$ cat config.mk
export PLATFORM = sky130hd
export DESIGN_NAME = bulls_cows_game_ctrl
export DESIGN_NICKNAME = d
export VERILOG_FILES = /design/src/rtl/bulls_cows_game_ctrl.sv
export SDC_FILE = /design/constraint.sdc
export NUM_CORES = 1
export LEC_CHECK = 0
export ABC_CLOCK_PERIOD_IN_PS = 2050
export CORE_MARGIN = 4
export CORE_UTILIZATION = 45
export CTS_CLUSTER_SIZE = 40
export DETAILED_ROUTE_END_ITERATION = 6
export PLACE_DENSITY = 0.75
export SLEW_MARGIN = 25
export SYNTH_ARGS = -nofsm -noshare
export SYNTH_HDL_FRONTEND = slang
export SYNTH_SLANG_ARGS = --single-unit
$ cat constraint.sdc
create_clock -name clk -period 2.05 [get_ports clk]
set_clock_uncertainty 0.2 [all_clocks]
set_input_delay 0.41 -clock clk [delete_from_list [all_inputs] [get_ports clk]]
set_output_delay 0.41 -clock clk [all_outputs]
set_load 0.03 [all_outputs]
$ cat src/rtl/bulls_cows_game_ctrl.sv
// Two-digit Bulls & Cows game controller.
// A legal value has two distinct BCD digits. Each accepted guess is scored
// against the stored secret one cycle later, as one-hot bull/cow counts.
module bulls_cows_game_ctrl #(
  parameter int MAX_TRIES = 8
) (
  input  logic       clk,
  input  logic       rst,
  input  logic       set_secret,
  input  logic [7:0] secret_in,
  input  logic       guess_valid,
  input  logic [7:0] guess_in,
  output logic [2:0] bulls,
  output logic [2:0] cows,
  output logic       result_valid,
  output logic       err,
  output logic [3:0] attempts,
  output logic       ready,
  output logic       win,
  output logic       lose
);

  localparam logic [2:0] S_IDLE  = 3'd0;
  localparam logic [2:0] S_ARMED = 3'd1;
  localparam logic [2:0] S_EVAL  = 3'd2;
  localparam logic [2:0] S_WIN   = 3'd3;
  localparam logic [2:0] S_LOSE  = 3'd4;

  localparam logic [3:0] MAX_ATT = 4'(MAX_TRIES);

  logic [2:0] state;
  logic [2:0] state_nxt;
  logic [7:0] secret;
  logic [7:0] guess;
  logic [1:0] bull_n;
  logic [1:0] cow_n;
  logic       secret_ok;
  logic       guess_take;

  function automatic logic is_legal(input logic [7:0] v);
    return (v[7:4] <= 4'd9) && (v[3:0] <= 4'd9) && (v[7:4] != v[3:0]);
  endfunction

  function automatic logic [1:0] match_cnt(input logic a, input logic b);
    return {1'b0, a} + {1'b0, b};
  endfunction

  function automatic logic [2:0] to_onehot(input logic [1:0] n);
    case (n)
      2'd2:    return 3'b100;
      2'd1:    return 3'b010;
      default: return 3'b001;
    endcase
  endfunction

  // A legal secret overrides everything; a guess arriving alongside any
  // set_secret strobe is dropped, so only a lone guess in ARMED is considered.
  always_comb begin
    secret_ok  = set_secret && is_legal(secret_in);
    guess_take = (state == S_ARMED) && guess_valid && !set_secret;
    bull_n     = match_cnt(guess[7:4] == secret[7:4], guess[3:0] == secret[3:0]);
    cow_n      = match_cnt(guess[7:4] == secret[3:0], guess[3:0] == secret[7:4]);
  end

  // Next-state selection for the game FSM.
  always_comb begin
    state_nxt = state;
    if (secret_ok) begin
      state_nxt = S_ARMED;
    end else begin
      case (state)
        S_ARMED: if (guess_take && is_legal(guess_in)) state_nxt = S_EVAL;
        S_EVAL: begin
          if (bull_n == 2'd2)          state_nxt = S_WIN;
          else if (attempts == MAX_ATT) state_nxt = S_LOSE;
          else                          state_nxt = S_ARMED;
        end
        default: state_nxt = state;
      endcase
    end
  end

  // State, stored operands and all registered outputs.
  // Status levels are registered from the next state so they line up with it.
  always_ff @(posedge clk) begin
    if (rst) begin
      state        <= S_IDLE;
      secret       <= 8'h00;
      guess        <= 8'h00;
      attempts     <= 4'd0;
      bulls        <= 3'b001;
      cows         <= 3'b001;
      result_valid <= 1'b0;
      err          <= 1'b0;
      ready        <= 1'b0;
      win          <= 1'b0;
      lose         <= 1'b0;
    end else begin
      state        <= state_nxt;
      ready        <= (state_nxt == S_ARMED);
      win          <= (state_nxt == S_WIN);
      lose         <= (state_nxt == S_LOSE);
      result_valid <= 1'b0;
      err          <= set_secret && !secret_ok;
      if (secret_ok) begin
        secret   <= secret_in;
        attempts <= 4'd0;
        bulls    <= 3'b001;
        cows     <= 3'b001;
      end else begin
        if (guess_take) begin
          if (is_legal(guess_in)) begin
            guess <= guess_in;
            if (attempts < MAX_ATT) attempts <= attempts + 4'd1;
          end else begin
            err <= 1'b1;
          end
        end
        if (state == S_EVAL) begin
          bulls        <= to_onehot(bull_n);
          cows         <= to_onehot(cow_n);
          result_valid <= 1'b1;
        end
      end
    end
  end

endmodule
==> flow_metrics.tcl <==
set metrics [dict create \
    status "finished with violations" \
    violations "setup timing" \
    htreeDepth 2 \
    synth_edf_count 0 \
    synthFlopType "dfxtp_1" \
    port_buffers 34 \
    synthArstFlopShare 0 \
    min_period_ps 2080 \
    cts_sinks 34 \
    start_util 0.484 \
    syn-cell-area_um2 1680 \
    r2r_cells 8 \
    slew_headroom 0.787 \
    routed_wl_um 4510 \
    syn_area_per_cell_um2 9.43 \
    cts_tree "done" \
    die_x_um 69.1 \
    die_area_um2 4770 \
    crit_chain "clkdlybuf4s50_1, o21ai_0, and2_1, nand3_1, a211o_1, and2_1" \
    slowest_stage "clkdlybuf4s50_1" \
    vias_per_cell 5.13 \
    grt_pass1_wl_um 7360 \
    cap_viol_max_count 0 \
    r2r_slack_ps 0 \
    fp.coreArea_um2 3470 \
    ant_nets 0 \
    overflow 0 \
    worstSkewPairLatency_ps 290 \
    crit_type "input pin to flip-flop" \
    clock_path_buffers 2 \
    slowest_delay_ps 460 \
    leakagePower_nw 1.06 \
    start_kind "input pin" \
    grt_max_degree 22 \
    ctsHoldBuffers 0 \
    wire_per_inst_um 14.9 \
    hold_depth 2 \
    netlist_instances 178 \
    period_share 1.01 \
    drt-pass1-iter-count 4 \
    drt-initial-drc-count 73 \
    placed_cells 295 \
    final_nets 284 \
    synth-seq-cells 34 \
    fmax_mhz 481 \
    ir_drop_uv 439 \
    ys_seq_area_frac 0.406 \
    final_layout_size_suffix_gt1_frac 0.288 \
    yosys_warnings 0 \
    crit_path_start "guess_in[1]" \
    syn-num-nets 205 \
    path_buf_inv 1 \
    layout_common_cells "41 x buf_4, 34 x nor2_1, 29 x dfxtp_1, 29 x clkdlybuf4s50_1, 22 x mux2i_1" \
    hp-start "cows[0]" \
    fin_cells 303 \
    p_per_area_nw_per_um2 564 \
    worstPathArrival_ps 2060 \
    grtUsageTotal 0.192 \
    yosysTopAreaCellShare 0.406 \
    hold_path_class "flip-flop to flip-flop" \
    grt_pass1_vias 1666 \
    hold_viol_final 0 \
    cts_buffers 5 \
    cpMostUsedCell "and2_1" \
    gp_congestion 0.883 \
    max_slew.worst_pin.slew_ps 319 \
    worstPathMaxFanout 5 \
    dpl.hpwl_um 3390 \
    ys_top_cells_by_area "dfxtp_1 41%, mux2i_1 14%, xnor2_1 11%" \
    synth_area_leader_cell "dfxtp_1" \
    end_kind "flip-flop" \
    num_antenna_cells 0 \
    critPathTopFamily "simple AND/OR/NAND/NOR gates" \
    finalSetupViolCount 1 \
    final_common_cell "buf_4" \
    synth.distinct_cells 33 \
    placementRows 21 \
    cp_data_required_time_ps 2030 \
    maxSlewViolCount 0 \
    antenna_found_initial 0 \
    hold_end "cows[0]" \
    setup_ws_ps -28.0 \
    rsz0062_at_grt "true" \
    drc 0 \
    clockRootBuffer "clkbuf_8" \
    path_clk_slew_ps 70 \
    reg2reg_from "guess[0]" \
    r2r-end "lose" \
    setup_tns_ps -28.0 \
    num_vias 1554 \
    ios 35 \
    synthToLayoutAreaGrowth_pct 54.4 \
    die_h_um 69.1 \
]
==> logic make-up after synthesis <==
group	after synthesis	share of synthesized area
simple gates	58	0.170
xor+xnor	25	0.130
fa+ha+maj	7	0.0522
buf+inv	15	0.0388
compound gates	15	0.0567
flops	34	0.406
mux	24	0.146
==> timing repair <==
item,4_1_cts,5_1_grt
hold endpoints to repair,0,0
pin swaps,6,6
setup buffers,0,1
resized for setup,19,16
endpoints found under the setup margin,15,24
==> area by class of cell <==
| cell class | instances | area [um2] |
|---|---|---|
| multi-input combinational | 129 | 1040 |
| fill | 252 | 878 |
| timing repair buffer | 77 | 688 |
| sequential | 34 | 687 |
| clock buffer | 5 | 68.8 |
| tap | 46 | 57.6 |
| inverter | 10 | 37.5 |
| clock inverter | 2 | 10.0 |
==> sequential cells by signal, indices dropped and copies added (netlist names) <==
register	count
win	1
bulls	3
secret	8
cows	3
result_valid	1
lose	1
state	3
guess	8
err	1
attempts	4
ready	1
==> synthesized netlist by cell type (2+ instances only) <==
master and number:
nor2_1 35, o21ai_0 5, dfxtp_1 34, and2_1 2, nand2_1 4, nor3_1 2, inv_1 10, ha_1 7
xnor2_1 21, nand4_1 4, a21oi_1 3, mux2i_1 23, clkbuf_1 3, nand3_1 2, xor2_1 4, a211oi_1 2
==> stage by stage <==
| step | utilization | hold slack (ps) | total power, mW | setup slack (ps) | instance area (um2) |
|---|---|---|---|---|---|
| 5_1_grt | 0.747 | 336 | 1.53 | -93.4 | 2590 |
| 4_1_cts | 0.727 | 296 | 1.45 | 3.06 | 2520 |
| 2_1_floorplan | - | 281 | 0.826 | 6.83 | 1680 |
| 6_report | 0.747 | 292 | 1.46 | -28.0 | 2590 |
| 3_5_place_dp | 0.685 | 279 | 0.973 | -367 | 2380 |
| 3_3_place_gp | 0.685 | 261 | 0.960 | -247 | 2380 |
==> tightest hold or removal path, cell delays in order, from the launching register on <==
cell and delay (ps):
dfxtp_1 340, mux2i_1 70, nand2_1 60
==> power by group <==
group	total, mW	switching (mW)	leakage [nW]	internal (mW)
clock	0.463	0.236	0.0438	0.228
sequential	0.687	0.0114	0.278	0.676
combinational	0.311	0.145	0.734	0.166
total	1.46	0.392	1.06	1.07
==> how the worst max path moves through the flow <==
stage                 end  cells past startpoint
global placement     lose                      6
detailed placement   lose                      6
floorplan           ready                      7
CTS                 ready                      8
finish               lose                      6
global route         lose                      8
==> layer usage <==
layer  GRT usage  wire, um  vias up
met5           0         0        -
met4       0.124       170        0
met3      0.0596       222       15
met2       0.349      2410       48
met1       0.186      1710      734
li1            -         -      757
No activity file was read; power rests on OpenSTA's default activity.
